===== src/rtl/eq_stream_sched.sv =====
// eq_stream_sched: feeds one pixel stream to two models in lockstep and compares their result streams.
module eq_stream_sched #(
  parameter int FIFO_DEPTH = 4,
  parameter int TIMEOUT    = 1023
) (
  input  logic        clk,
  input  logic        rst,
  input  logic        start,
  input  logic [18:0] num_pix,
  input  logic [18:0] exp_out,
  input  logic [7:0]  src_tdata,
  input  logic        src_tvalid,
  output logic        src_tready,
  output logic [7:0]  a_in_tdata,
  output logic        a_in_tvalid,
  input  logic        a_in_tready,
  output logic [7:0]  b_in_tdata,
  output logic        b_in_tvalid,
  input  logic        b_in_tready,
  input  logic [7:0]  a_out_tdata,
  input  logic        a_out_tvalid,
  output logic        a_out_tready,
  input  logic [7:0]  b_out_tdata,
  input  logic        b_out_tvalid,
  output logic        b_out_tready,
  output logic        a_step,
  output logic        b_step,
  output logic        busy,
  output logic        done,
  output logic        mismatch,
  output logic        timeout,
  output logic [18:0] out_cnt,
  output logic [18:0] mismatch_idx
);
  localparam int AW = $clog2(FIFO_DEPTH);
  localparam int TW = $clog2(TIMEOUT + 1);
  typedef enum logic [1:0] {IDLE, RUN, DRAIN, DONE} state_t;
  state_t state, state_nx;
  logic [18:0] num_pix_r, exp_out_r, in_cnt;
  logic [TW-1:0] idle_cnt;
  logic a_pend, b_pend;
  logic [7:0] a_hold, b_hold;
  logic [7:0] a_mem [FIFO_DEPTH];
  logic [7:0] b_mem [FIFO_DEPTH];
  logic [AW:0] a_wr, a_rd, b_wr, b_rd;
  logic a_full, b_full, a_empty, b_empty;
  logic go, src_hs, a_in_hs, b_in_hs, a_out_hs, b_out_hs, any_hs, pop, tmo_hit;
  assign a_in_tdata = a_hold;
  assign b_in_tdata = b_hold;
  assign a_empty = a_wr == a_rd;
  assign b_empty = b_wr == b_rd;
  // full when write pointer has lapped read pointer; taken from registers only, so a same-cycle pop never bypasses
  assign a_full = a_wr == {~a_rd[AW], a_rd[AW-1:0]};
  assign b_full = b_wr == {~b_rd[AW], b_rd[AW-1:0]};
  assign go = start && (state == IDLE || state == DONE);
  assign src_hs = src_tvalid && src_tready;
  assign a_in_hs = a_in_tvalid && a_in_tready;
  assign b_in_hs = b_in_tvalid && b_in_tready;
  assign a_out_hs = a_out_tvalid && a_out_tready;
  assign b_out_hs = b_out_tvalid && b_out_tready;
  assign any_hs = src_hs || a_in_hs || b_in_hs || a_out_hs || b_out_hs;
  assign pop = busy && !a_empty && !b_empty;
  assign tmo_hit = busy && !any_hs && idle_cnt == TW'(TIMEOUT - 1);
  always_ff @(posedge clk)
    state <= rst ? IDLE : state_nx;
  always_comb begin
    state_nx = go ? RUN
             : state == RUN ? (tmo_hit ? DONE
                               : (in_cnt == num_pix_r && !a_pend && !b_pend) ? DRAIN : RUN)
             : state == DRAIN ? ((tmo_hit || out_cnt == exp_out_r) ? DONE : DRAIN)
             : state;
  end
  always_comb begin
    busy = state == RUN || state == DRAIN;
    done = state == DONE;
    a_step = busy;
    b_step = busy;
    src_tready = state == RUN && !a_pend && !b_pend && in_cnt < num_pix_r;
    a_in_tvalid = busy && a_pend;
    b_in_tvalid = busy && b_pend;
    a_out_tready = busy && !a_full;
    b_out_tready = busy && !b_full;
  end
  always_ff @(posedge clk) begin
    if (rst) begin
      num_pix_r <= '0;
      exp_out_r <= '0;
      in_cnt <= '0;
      out_cnt <= '0;
      mismatch <= 1'b0;
      mismatch_idx <= '0;
      timeout <= 1'b0;
      idle_cnt <= '0;
      a_pend <= 1'b0;
      b_pend <= 1'b0;
      a_hold <= '0;
      b_hold <= '0;
      a_wr <= '0;
      a_rd <= '0;
      b_wr <= '0;
      b_rd <= '0;
    end else if (go) begin
      num_pix_r <= num_pix;
      exp_out_r <= exp_out;
      in_cnt <= '0;
      out_cnt <= '0;
      mismatch <= 1'b0;
      mismatch_idx <= '0;
      timeout <= 1'b0;
      idle_cnt <= '0;
      a_pend <= 1'b0;
      b_pend <= 1'b0;
      a_wr <= '0;
      a_rd <= '0;
      b_wr <= '0;
      b_rd <= '0;
    end else begin
      a_pend <= busy && (src_hs || (a_pend && !a_in_hs));
      b_pend <= busy && (src_hs || (b_pend && !b_in_hs));
      if (src_hs) begin
        a_hold <= src_tdata;
        b_hold <= src_tdata;
        in_cnt <= in_cnt + 19'd1;
      end
      if (a_out_hs) a_wr <= a_wr + 1'b1;
      if (b_out_hs) b_wr <= b_wr + 1'b1;
      if (pop) begin
        a_rd <= a_rd + 1'b1;
        b_rd <= b_rd + 1'b1;
        out_cnt <= out_cnt + {18'd0, ~&out_cnt};
        if (a_mem[a_rd[AW-1:0]] != b_mem[b_rd[AW-1:0]] && !mismatch) begin
          mismatch <= 1'b1;
          mismatch_idx <= out_cnt;
        end
      end
      if (busy) idle_cnt <= any_hs ? '0 : idle_cnt + 1'b1;
      if (tmo_hit) timeout <= 1'b1;
    end
  end
  always_ff @(posedge clk) begin
    if (a_out_hs) a_mem[a_wr[AW-1:0]] <= a_out_tdata;
    if (b_out_hs) b_mem[b_wr[AW-1:0]] <= b_out_tdata;
  end
endmodule

===== config.mk =====
export PLATFORM = sky130hd
export DESIGN_NAME = eq_stream_sched
export DESIGN_NICKNAME = d
export VERILOG_FILES = /design/src/rtl/eq_stream_sched.sv
export SDC_FILE = /design/constraint.sdc
export NUM_CORES = 1
export LEC_CHECK = 0
export ABC_AREA = 0
export BUFFER_PORTS_ARGS = -buffer_cell sky130_fd_sc_hd__buf_2
export CAP_MARGIN = 0
export CORE_ASPECT_RATIO = 1.25
export CORE_UTILIZATION = 35
export CTS_CLUSTER_SIZE = 25
export DETAILED_ROUTE_END_ITERATION = 12
export SKIP_LAST_GASP = 1
export SYNTH_ARGS = -nofsm -noshare
export SYNTH_HDL_FRONTEND = slang
export SYNTH_SLANG_ARGS = --single-unit

===== constraint.sdc =====
create_clock -name clk -period 9.05 [get_ports clk]
set_clock_uncertainty 0.15 [all_clocks]
set_input_delay 1.81 -clock clk [delete_from_list [all_inputs] [get_ports clk]]
set_output_delay 1.81 -clock clk [all_outputs]
set_load 0.01 [all_outputs]

Yosys cells after proc, flatten, opt, wreduce, memory -nomap -nowiden
Memory sizes are Yosys's and may differ from the RTL's. A register that Yosys moved wholly into a read port is not among the register bits.
Cells that the tools add are included.
- output and inout bits: 65
- memories kept: 2
- flip-flop bits (word level): 131
- word-level logic and storage cells: 107
- RAM bits: 64
- input bits: 70
- memories (name ; words ; bits a word ; rd ports ; clocked after Yosys merged registers in ; write ports ; line ; RTL):
    a_mem ; 4 ; 8 ; 1 ; 1 ; 1 ; 43 ; logic [7:0] a_mem [FIFO_DEPTH];
    b_mem ; 4 ; 8 ; 1 ; 1 ; 1 ; 44 ; logic [7:0] b_mem [FIFO_DEPTH];
- mux-type cells: 15
- equal/unequal tests: 11
- reductions and logical operators: 51
- bitwise operators: 3
- $add $sub $neg: 7
- $lt $le $gt $ge: 1
- operators by type and width (cell ; count):
    equality test 19 bit ; 2
    logical AND 1 bit ; 24
    adder 19 x 1 -> 19 bit ; 1
    adder 19 x 1 -> 19 bit (second input constant) ; 1
    less-than comparator 19 bit ; 1
    AND reduction 19 bit ; 1
    2-to-1 mux 2 bit ; 8
    adder 3 x 1 -> 3 bit (second input constant) ; 4
    equality test 3 bit ; 4
    zero test 1 bit ; 11
    adder 10 x 1 -> 10 bit (second input constant) ; 1
    equality test 10 bit (second input constant) ; 1
    2-to-1 mux 10 bit ; 1
    logical OR 1 bit ; 9
    != test 8 bit ; 1
    2-to-1 mux 1 bit ; 6
    equality test 2 bit (second input constant) ; 2
    AND reduction 2 bit ; 2
    inverter 1 bit ; 3
    nonzero test 3 bit ; 1
    equality test 2 x 1 -> 1 bit (second input constant) ; 1
    zero test 2 bit ; 1
    nonzero test 2 bit ; 1
    OR reduction 2 bit ; 1

Longest topological paths before layout
- depth in word-level cells: 17
- gate-level depth with buffers: 12
- gate-level depth less buffers: 10

Worst setup path before layout
OpenSTA, ideal clock, no wires.
- path kind: register -> output
- start: reg num_pix_r[18]
- end: out src_tready
- slack: 5.631 ns
- arrival time: 1.459 ns
- data required time: 7.090 ns
- cell stages (with the launch flop): 8
- cells stage by stage: dfxtp_1 > inv_1 > ha_1 > nand4_1 > nor4_1 > o21ai_1 > o211ai_1 > inv_1
- longest elaborated chain between the ends: 2
- RTL lines (item ; line ; RTL):
    start, declared ; 39 ; logic [18:0] num_pix_r, exp_out_r, in_cnt;
    start signal, assigned ; 103 ; num_pix_r <= num_pix;
    less-than comparator 19 bit ; 78 ; src_tready = state == RUN && !a_pend && !b_pend && in_cnt < num_pix_r;
    logical AND 1 bit ; 78 ;
    end, declared ; 13 ; output logic src_tready,
Every way passes these cells.

Final worst setup path
- start: reg in_cnt[10]
- end: out src_tready
- longest elaborated chain between the ends: 2
- RTL lines (item ; line ; RTL):
    start, declared ; 39 ;
    start signal, assigned ; 123 ; in_cnt <= in_cnt + 19'd1;
    less-than comparator 19 bit ; 78 ;
    logical AND 1 bit ; 78 ;
Every way passes these cells.

==> qor.txt <==
Post-CTS sizing: 0
Maximum fanout along the worst path: 8
Layout cells sized above 1: 0.203
Netlist cell types: 50
Total congestion overflow: 0
Count of final hold-check violations: 0
Final core utilization: 0.414
Multi-input gate area: 0.00391 mm²
Initial antenna violation count: 0
Chip Width: 145 µm
Max Cap Violations: 0
Slew Viols, Final: 0
Synthesized instance count: 912
CTS clk-pin slew, worst paths: 0.07 ns
Static Leak: 3.83 nW
DRT Pass-1 Iters: 5
Mapped Area: 0.00898 mm²
CTS Buf Count: 17
# IOs: 135
Hold Startpoint: mismatch_idx[14]$_SDFFE_PP0P_
DR WL/cell: 15.5 µm
Setup Viol. Count Final: 0
Area Overhead vs Synth: 16.2%
Initial core utilization: 0.356
Async SR Flop Fraction: 0
First-pass GRT wire length: 34,100 µm
Worst setup path start: in_cnt[10]$_SDFFE_PP0N_
Final ANT Viol Nets: 0
Syn Nets: 1,019
Worst rel slew slack: 0.170
Power Dens Cells: 231 mW/mm²
Main synth FF type: dfxtp_1
Worst slew pin tran: 1.25 ns
Hpwl dp: 14,700 µm
Crit end category: primary output
Largest net degree at the start of global routing: 53
Worst min path class: register to register
# Post-CTS Setup Buffers: 0
Fin nets: 1,114
Clock root buffer: clkbuf_16
Port Buf Inserts: 134
CORE AREA: 0.0252 mm²
Synth Register Bits: 199
Avg Cell Area, Syn: 9.85 µm²
Filler cell count: 2,512
Die Y-Extent: 181 µm
FF+latch area: 0.00462 mm²
DIE AREA: 0.0263 mm²
Rows: 65
Number of synthesized flops with an enable pin: 64
Gp weighted congestion: 0.804
Worst R2R Start: state[0]$_SDFFE_PP0P_
Ys Warns: 0
CTS tree: yes
RSZ-0062 raised after global routing: no
DR iter-0 viols: 467
Req. time, crit path: 7.09 ns
Status: completed
Average via count per standard cell: 4.97
WS Path Type: register to primary output
DRC Markers: 0
Tmin final: 4.41 ns
H-Tree Depth: 4
Tcrit/Tclk final: 0.487
Vias after detailed routing: 6,733
Vias in the first global route: 6,454
WP data arrival: 2.45 ns
Antenna diodes: 0
Clk sinks: 199
Clk buf depth: 2
Final wirelength: 20,900 µm
Max VDD drop: 0.000194 V
Tot Pwr: 2.41 mW
Most frequent cells in the layout: dfxtp_1, buf_2, nand2_1
Leading cell type in the layout, fill and taps excluded: dfxtp_1
Fmax: 227 MHz
Startpoint Class: register
Seq/Total Area, Yosys: 0.515
Cts hold-fix bufs: 0
Insertion delay to the later sink of the worst-skew pair: 0.44 ns
Final TNS setup: 0 ns
All-Layer GR Usage: 0.165
==> worst max-delay path: stages, from the launching register on <==
cell and delay [ns]:
dfxtp_1 0.39, ha_1 0.35, nand4_1 0.14, nor4_1 0.45, o21ai_1 0.25, o211ai_1 0.20
inv_1 0.09, buf_2 0.15
==> worst paths after layout <==
path / cells past startpoint / slack (ns) / endpoint
worst min register to register: 2 / 0.30 / mismatch_idx[14]$_SDFFE_PP0P_
worst max-delay path: 7 / 4.64 / src_tready
worst max register to register: 6 / 5.82 / state[0]$_SDFFE_PP0P_
worst min-delay path: 2 / 0.30 / mismatch_idx[14]$_SDFFE_PP0P_
==> logic make-up (layout without fill, tap and decap cells) <==
group	after synthesis	in the layout	share of synthesized area
AO/OA/AOI/OAI	169	169	0.109
adder cells (fa/ha/maj)	37	37	0.0516
multiplexers	17	17	0.0412
flip-flops	199	199	0.515
AND/OR/NAND/NOR	330	330	0.178
buffers and inverters	105	213	0.0518
XOR/XNOR	55	55	0.0536
==> state kept, by name (all words and copies together), names as in the netlist, 3 cells and up, named ones only <==
register,flops
a_wr,3
b_in_tdata,8
num_pix_r,19
exp_out_r,19
idle_cnt,10
b_rd,3
a_mem,32
out_cnt,19
in_cnt,19
mismatch_idx,19
b_mem,32
a_rd,3
b_wr,3
==> cells in the mapped netlist (7+ instances only) <==
cell type    n  area (µm²)
a21oi_1     85         425
a31oi_1     12        75.1
and3_1      11        68.8
buf_4       12        90.1
clkbuf_1    42         158
dfxtp_1    135        2700
edfxtp_1    64        1920
ha_1        37         463
inv_1       41         154
mux4_2      16         360
nand2_1    133         499
nand3_1     55         275
nand4_1     24         150
nor2_1      37         139
nor3_1      12        60.1
nor4_1       9        56.3
o21ai_0     27         135
o21ai_1     11        55.1
o21ai_2      9        78.8
o31ai_1      7        52.6
or3_1       17         106
or4_1        7        52.6
xnor2_1     34         298
xor2_1      21         184
==> power by group <==
group          total [mW]  internal [mW]  leakage (nW)  switching [mW]
Sequential           1.05           1.00          1.67          0.0430
Clock               0.772          0.397         0.294           0.375
Combinational       0.586          0.192          1.86           0.393
==> area by class of cell <==
cell class	count	area share
Clock buffer	17	0.0408
Tap cell	335	0.0402
Timing Repair Buffer	140	0.0686
Sequential cell	199	0.443
Multi-Input combinational cell	608	0.375
Clock inverter	15	0.0172
Inverter	41	0.0148
==> layer usage <==
metal	up-vias	routed length (µm)	GRT usage
met5	-	0	0
met2	117	10400	0.281
met3	22	712	0.0318
li1	3411	-	-
met4	0	263	0.0467
met1	3183	9590	0.213
==> stage by stage <==
step	area, µm²	setup slack, ns	hold slack [ns]	cells
6_report	10400	4.64	0.296	1355
5_1_grt	10400	4.41	0.320	1355
4_1_cts	10400	4.65	0.300	1355
3_5_place_dp	9830	4.96	0.290	1323
3_3_place_gp	9830	5.05	0.285	1323
2_1_floorplan	8980	5.63	0.286	912
No activity file was read; power rests on OpenSTA's default activity.
